==> config.mk <==
export PLATFORM = sky130hd
export DESIGN_NAME = periph_bus_master
export DESIGN_NICKNAME = d
export VERILOG_FILES = /design/src/rtl/periph_bus_master.sv
export SDC_FILE = /design/constraint.sdc
export NUM_CORES = 1
export LEC_CHECK = 0
export CAP_MARGIN = 0
export CORE_ASPECT_RATIO = 1.4
export CORE_MARGIN = 5
export CORE_UTILIZATION = 46
export DETAILED_ROUTE_END_ITERATION = 8
export PLACE_DENSITY_LB_ADDON = 0.1
export SLEW_MARGIN = 30
export SYNTH_ARGS = -nofsm -noshare
export SYNTH_HDL_FRONTEND = slang
export SYNTH_SLANG_ARGS = --single-unit
export TNS_END_PERCENT = 5
==> constraint.sdc <==
create_clock -name clk -period 2.7 [get_ports clk]
set_input_delay 0.54 -clock clk [delete_from_list [all_inputs] [get_ports clk]]
set_output_delay 0.54 -clock clk [all_outputs]
set_load 0.005 [all_outputs]
==> src/rtl/periph_bus_master.sv <==
// CPU-side master for a 16-byte peripheral register window with ce-qualified
// read/write strobes, byte-lane read-modify-write and a strobe timeout.
module periph_bus_master #(
  parameter logic [15:0] BASE    = 16'o177700,
  parameter int          TIMEOUT = 64
) (
  input  logic        clk,
  input  logic        reset,
  input  logic        req,
  input  logic        we,
  input  logic [1:0]  bsel,
  input  logic [15:0] addr,
  input  logic [15:0] wdata,
  output logic        busy,
  output logic        ack,
  output logic        err,
  output logic [15:0] rdata,
  input  logic        ce,
  output logic        regrd,
  output logic        regwr,
  output logic [3:0]  paddr,
  output logic [15:0] pdata_o,
  input  logic [15:0] pdata_i
);

  localparam int CW = $clog2(TIMEOUT + 1);
  localparam logic [CW-1:0] CNT_LAST = CW'(TIMEOUT - 1);

  localparam logic [2:0] S_IDLE    = 3'd0;
  localparam logic [2:0] S_RD_STB  = 3'd1;
  localparam logic [2:0] S_RD_WAIT = 3'd2;
  localparam logic [2:0] S_RD_CAP  = 3'd3;
  localparam logic [2:0] S_MERGE   = 3'd4;
  localparam logic [2:0] S_WR_STB  = 3'd5;
  localparam logic [2:0] S_RESP    = 3'd6;

  logic [2:0]    state_q, state_d;
  logic [CW-1:0] cnt_q, cnt_d;
  logic [15:0]   hold_q, hold_d;
  logic [3:0]    paddr_q, paddr_d;
  logic [15:0]   pdata_q, pdata_d;
  logic [15:0]   wdata_q, wdata_d;
  logic [1:0]    bsel_q, bsel_d;
  logic          rmw_q, rmw_d;
  logic          err_q, err_d;

  always_comb begin
    state_d = state_q;
    cnt_d   = cnt_q;
    hold_d  = hold_q;
    paddr_d = paddr_q;
    pdata_d = pdata_q;
    wdata_d = wdata_q;
    bsel_d  = bsel_q;
    rmw_d   = rmw_q;
    err_d   = err_q;

    case (state_q)
      S_IDLE: begin
        if (req) begin
          err_d = 1'b0;
          rmw_d = 1'b0;
          // Out-of-window takes priority over an empty lane mask.
          if (addr[15:4] != BASE[15:4]) begin
            err_d   = 1'b1;
            state_d = S_RESP;
          end else if (bsel == 2'b00) begin
            state_d = S_RESP;
          end else begin
            paddr_d = addr[3:0] & 4'b1110;
            bsel_d  = bsel;
            wdata_d = wdata;
            cnt_d   = '0;
            if (!we) begin
              state_d = S_RD_STB;
            end else if (bsel == 2'b11) begin
              pdata_d = wdata;
              state_d = S_WR_STB;
            end else begin
              rmw_d   = 1'b1;
              state_d = S_RD_STB;
            end
          end
        end
      end

      S_RD_STB: begin
        if (ce) begin
          state_d = S_RD_WAIT;
        end else if (cnt_q == CNT_LAST) begin
          err_d   = 1'b1;
          state_d = S_RESP;
        end else begin
          cnt_d = cnt_q + 1'b1;
        end
      end

      // The peripheral registers its read data in the ce cycle; give it a beat.
      S_RD_WAIT: state_d = S_RD_CAP;

      S_RD_CAP: begin
        hold_d  = pdata_i;
        state_d = rmw_q ? S_MERGE : S_RESP;
      end

      S_MERGE: begin
        pdata_d = {bsel_q[1] ? wdata_q[15:8] : hold_q[15:8],
                   bsel_q[0] ? wdata_q[7:0]  : hold_q[7:0]};
        cnt_d   = '0;
        state_d = S_WR_STB;
      end

      S_WR_STB: begin
        if (ce) begin
          state_d = S_RESP;
        end else if (cnt_q == CNT_LAST) begin
          err_d   = 1'b1;
          state_d = S_RESP;
        end else begin
          cnt_d = cnt_q + 1'b1;
        end
      end

      S_RESP:  state_d = S_IDLE;
      default: state_d = S_IDLE;
    endcase
  end

  always_ff @(posedge clk) begin
    if (reset) begin
      state_q <= S_IDLE;
      cnt_q   <= '0;
      hold_q  <= '0;
      paddr_q <= '0;
      pdata_q <= '0;
      wdata_q <= '0;
      bsel_q  <= '0;
      rmw_q   <= 1'b0;
      err_q   <= 1'b0;
    end else begin
      state_q <= state_d;
      cnt_q   <= cnt_d;
      hold_q  <= hold_d;
      paddr_q <= paddr_d;
      pdata_q <= pdata_d;
      wdata_q <= wdata_d;
      bsel_q  <= bsel_d;
      rmw_q   <= rmw_d;
      err_q   <= err_d;
    end
  end

  assign busy    = (state_q != S_IDLE);
  assign ack     = (state_q == S_RESP);
  assign err     = ack & err_q;
  assign regrd   = (state_q == S_RD_STB);
  assign regwr   = (state_q == S_WR_STB);
  assign paddr   = paddr_q;
  assign pdata_o = pdata_q;
  assign rdata   = hold_q;

endmodule

==> impl_results.md <==
* Worst slew margin at 0.561
* Sw power at 0.00101 W
* Post-Route WL at 7.71 mm
* DP Worst Slack at 146 ps
* PortBufs at 93
* Synth warn at 0
* Number of global-route vias before repair at 2670
* Fmax at 0.408 GHz
* Yosys reg bits at 65
* Arr. time, crit path at 1910 ps
* Num rows at 35
* Layout fillers at 597
* Max Transition Viols Final at 0
* Worst-margin pin slew at 659 ps
* Combinational Power Share at 0.334
* Floorplan core area at about 6500 µm²
* Net Sw Frac at 0.331
* Max-Cap Viols at 0
* Via/cell ratio at 5.31
* Async S/R FF share, synth at 0
* CTS buffer count at 9
* CTS H-tree depth at 3
* Area of the mapped netlist at 3030 µm²
* DR WL/cell at 14.9 µm
* Area of the multi-input gates at about 1600 µm²
* Die H at 106 µm
* DP Wirelength at 5.57 mm
* TritonCTS clock tree: yes
* Flop pwr share at 0.392
* Routability cong. at 0.847
* Clk root buf: clkbuf_8
* Die area at about 8300 µm²
* Setup ws final at 247 ps
* DR iter-0 viols at 149
* Synthesized Nets at 406
* Tightest Hold Check Type: reg2reg
* Worst setup EP type: output pin
* Ports at 96
* GR Overflow Total at 0
* Via Count at 2749
* # Post-CTS Setup Buffers at 0
* Register area share after synthesis at 0.429
* Register area at ~1300 µm²
* Final period util at 0.909
* Antenna fix cells at 0
* Worst vdd ir at 0.000671 V
* Hold-fix buffers, CTS at 0
* Placed cells at 502
* Share of layout cells above drive strength 1 at 0.0788
* Detailed-route DRC error count at 0
* Starting Density at 0.465
* Cell variety after synth at 53
* Required time of the critical path at 2160 ps
* Post-synth top area cell: dfxtp_1
* Setup tns final at 0 ps
* Synth Instances at 350
* Final Hold Viols at 0
* PwrDens at 730 nW/µm²
* Clock transition at path regs at 80 ps
* Post-synth EDFFs at 0
* Final min period at 2450 ps
* Status: complete, no violations
* ANT nets after route at 0
* Syn avg cell area at between 8 and 9 µm²
* GRT Resource Usage Total at 0.192
* First-pass GRT wire length at 12.7 mm
* RSZ-0062 raised after global routing: no
* Initial antenna violation count at 0
* Hold slack at 454 ps
* Max clock buf depth at 2
* Critical path type: reg2out
* CP startpoint kind: flop
* Internal power at 0.00204 W
* Max FO, Critical Path at 15
* Clock network power share at 0.274
* Largest net degree at the start of global routing at 59
* Leakage power at around 1.6 nW
* Main flop type after synthesis: dfxtp_1
* Layout Cells excl Fill at 518
* Skew-Pair Late Insertion Delay at 340 ps
* Clock skew at 12.5 ps
* Area delta synth->final at 37.8%
* # resized after CTS at 0
* Top cell type's share of synthesized area at 0.429
* # nets final at just under 500
* Final Setup Violations at 0
* CTS Sinks at 65
* DRT Pass-1 Iters at 4
* Largest cells by area after synthesis: dfxtp_1 43%, mux2i_1 13%, nand2_1 9.3%
* Die W at 78.6 µm
==> cells in the final DEF, fill, tap and decap left out, types with 3 or more instances in the layout <==
master / netlist / layout
nor2_1: 30 / 30
nor3_1: 5 / 5
clkbuf_8: 0 / 10
clkinvlp_4: 0 / 3
mux2i_1: 38 / 38
o21ai_0: 4 / 4
and2_1: 4 / 4
nor2b_1: 3 / 3
o211ai_1: 17 / 17
nand2_1: 75 / 75
dfxtp_1: 65 / 65
clkdlybuf4s50_1: 0 / 92
a21oi_1: 34 / 34
buf_4: 2 / 9
inv_1: 5 / 5
==> per-layer routing <==
layer,GRT usage,vias up,part of all wire
li1,-,1404,-
met2,0.326,60,0.51
met5,0,-,0
met3,0.0322,16,0.045
met1,0.231,1269,0.42
met4,0.0938,0,0.023
==> cells in the mapped netlist, types with 3 or more instances <==
cell type,count
a21oi_1,34
and2_1,4
buf_2,5
clkbuf_1,14
dfxtp_1,65
inv_1,5
mux2i_1,38
nand2_1,75
nor2_1,30
nor2b_1,3
nor3_1,5
o211ai_1,17
o21ai_0,4
==> path summary, 6_finish.rpt <==
| path | depth (start not counted) | to | slack [ps] | from |
|---|---|---|---|---|
| setup / recovery | 3 | regwr | 250 | state_q[0] |
| hold / removal | 2 | pdata_o[10] | 450 | pdata_o[10] |
| hold reg to reg | 2 | pdata_o[10] | 450 | pdata_o[10] |
| setup reg to reg | 5 | wdata_q[5] | 660 | state_q[0] |
==> per-stage QoR <==
| step | util | instance area [µm²] | power (W) |
|---|---|---|---|
| after floorplan | - | 3030 | 0.00177 |
| after global placement | 0.609 | 3980 | 0.00223 |
| after detailed placement | 0.609 | 3980 | 0.00224 |
| after CTS | 0.640 | 4180 | 0.00308 |
| after global routing | 0.640 | 4180 | 0.00325 |
| final | 0.640 | 4180 | 0.00305 |
==> kinds of logic after synthesis <==
logic type | count (synthesis) | synth area share
AND/OR/NAND/NOR | 141 | 0.222
flip-flops | 65 | 0.429
buffers and inverters | 29 | 0.0536
other | 1 | 0.00124
AO/OA/AOI/OAI | 75 | 0.165
multiplexers | 38 | 0.125
adder cells (fa/ha/maj) | 1 | 0.00412
==> layout make-up <==
cell class              instances  share of cell area
multi-input cells             256               0.375
flip-flops and latches         65               0.311
repair buffers                102               0.238
clock buffers                  10              0.0329
well taps                      74              0.0222
clock inverters                 6              0.0159
inverters                       5             0.00449
==> registers in the layout, indices dropped and copies added (netlist names) <==
signal	flops
bsel_q	2
paddr	3
rdata	16
state_q	3
rmw_q	1
wdata_q	16
err_q	1
pdata_o	16
cnt_q	7
==> worst max-delay path: stages (launching register included) <==
cell             delay (ps)
dfxtp_1                 630
nor2b_1                 290
and2_1                  160
clkdlybuf4s50_1         500
==> power by group through the flow <==
stage / combinational [W] / sequential, W / clock, W
5_1_grt: 0.00113 / 0.00122 / 0.000902
3_3_place_gp: 0.00102 / 0.00122 / 0
4_1_cts: 0.00103 / 0.00120 / 0.000858
6_report: 0.00102 / 0.00120 / 0.000835
3_5_place_dp: 0.00103 / 0.00122 / 0
2_1_floorplan: 0.000599 / 0.00117 / 0
(Power assumes the default switching activity.)
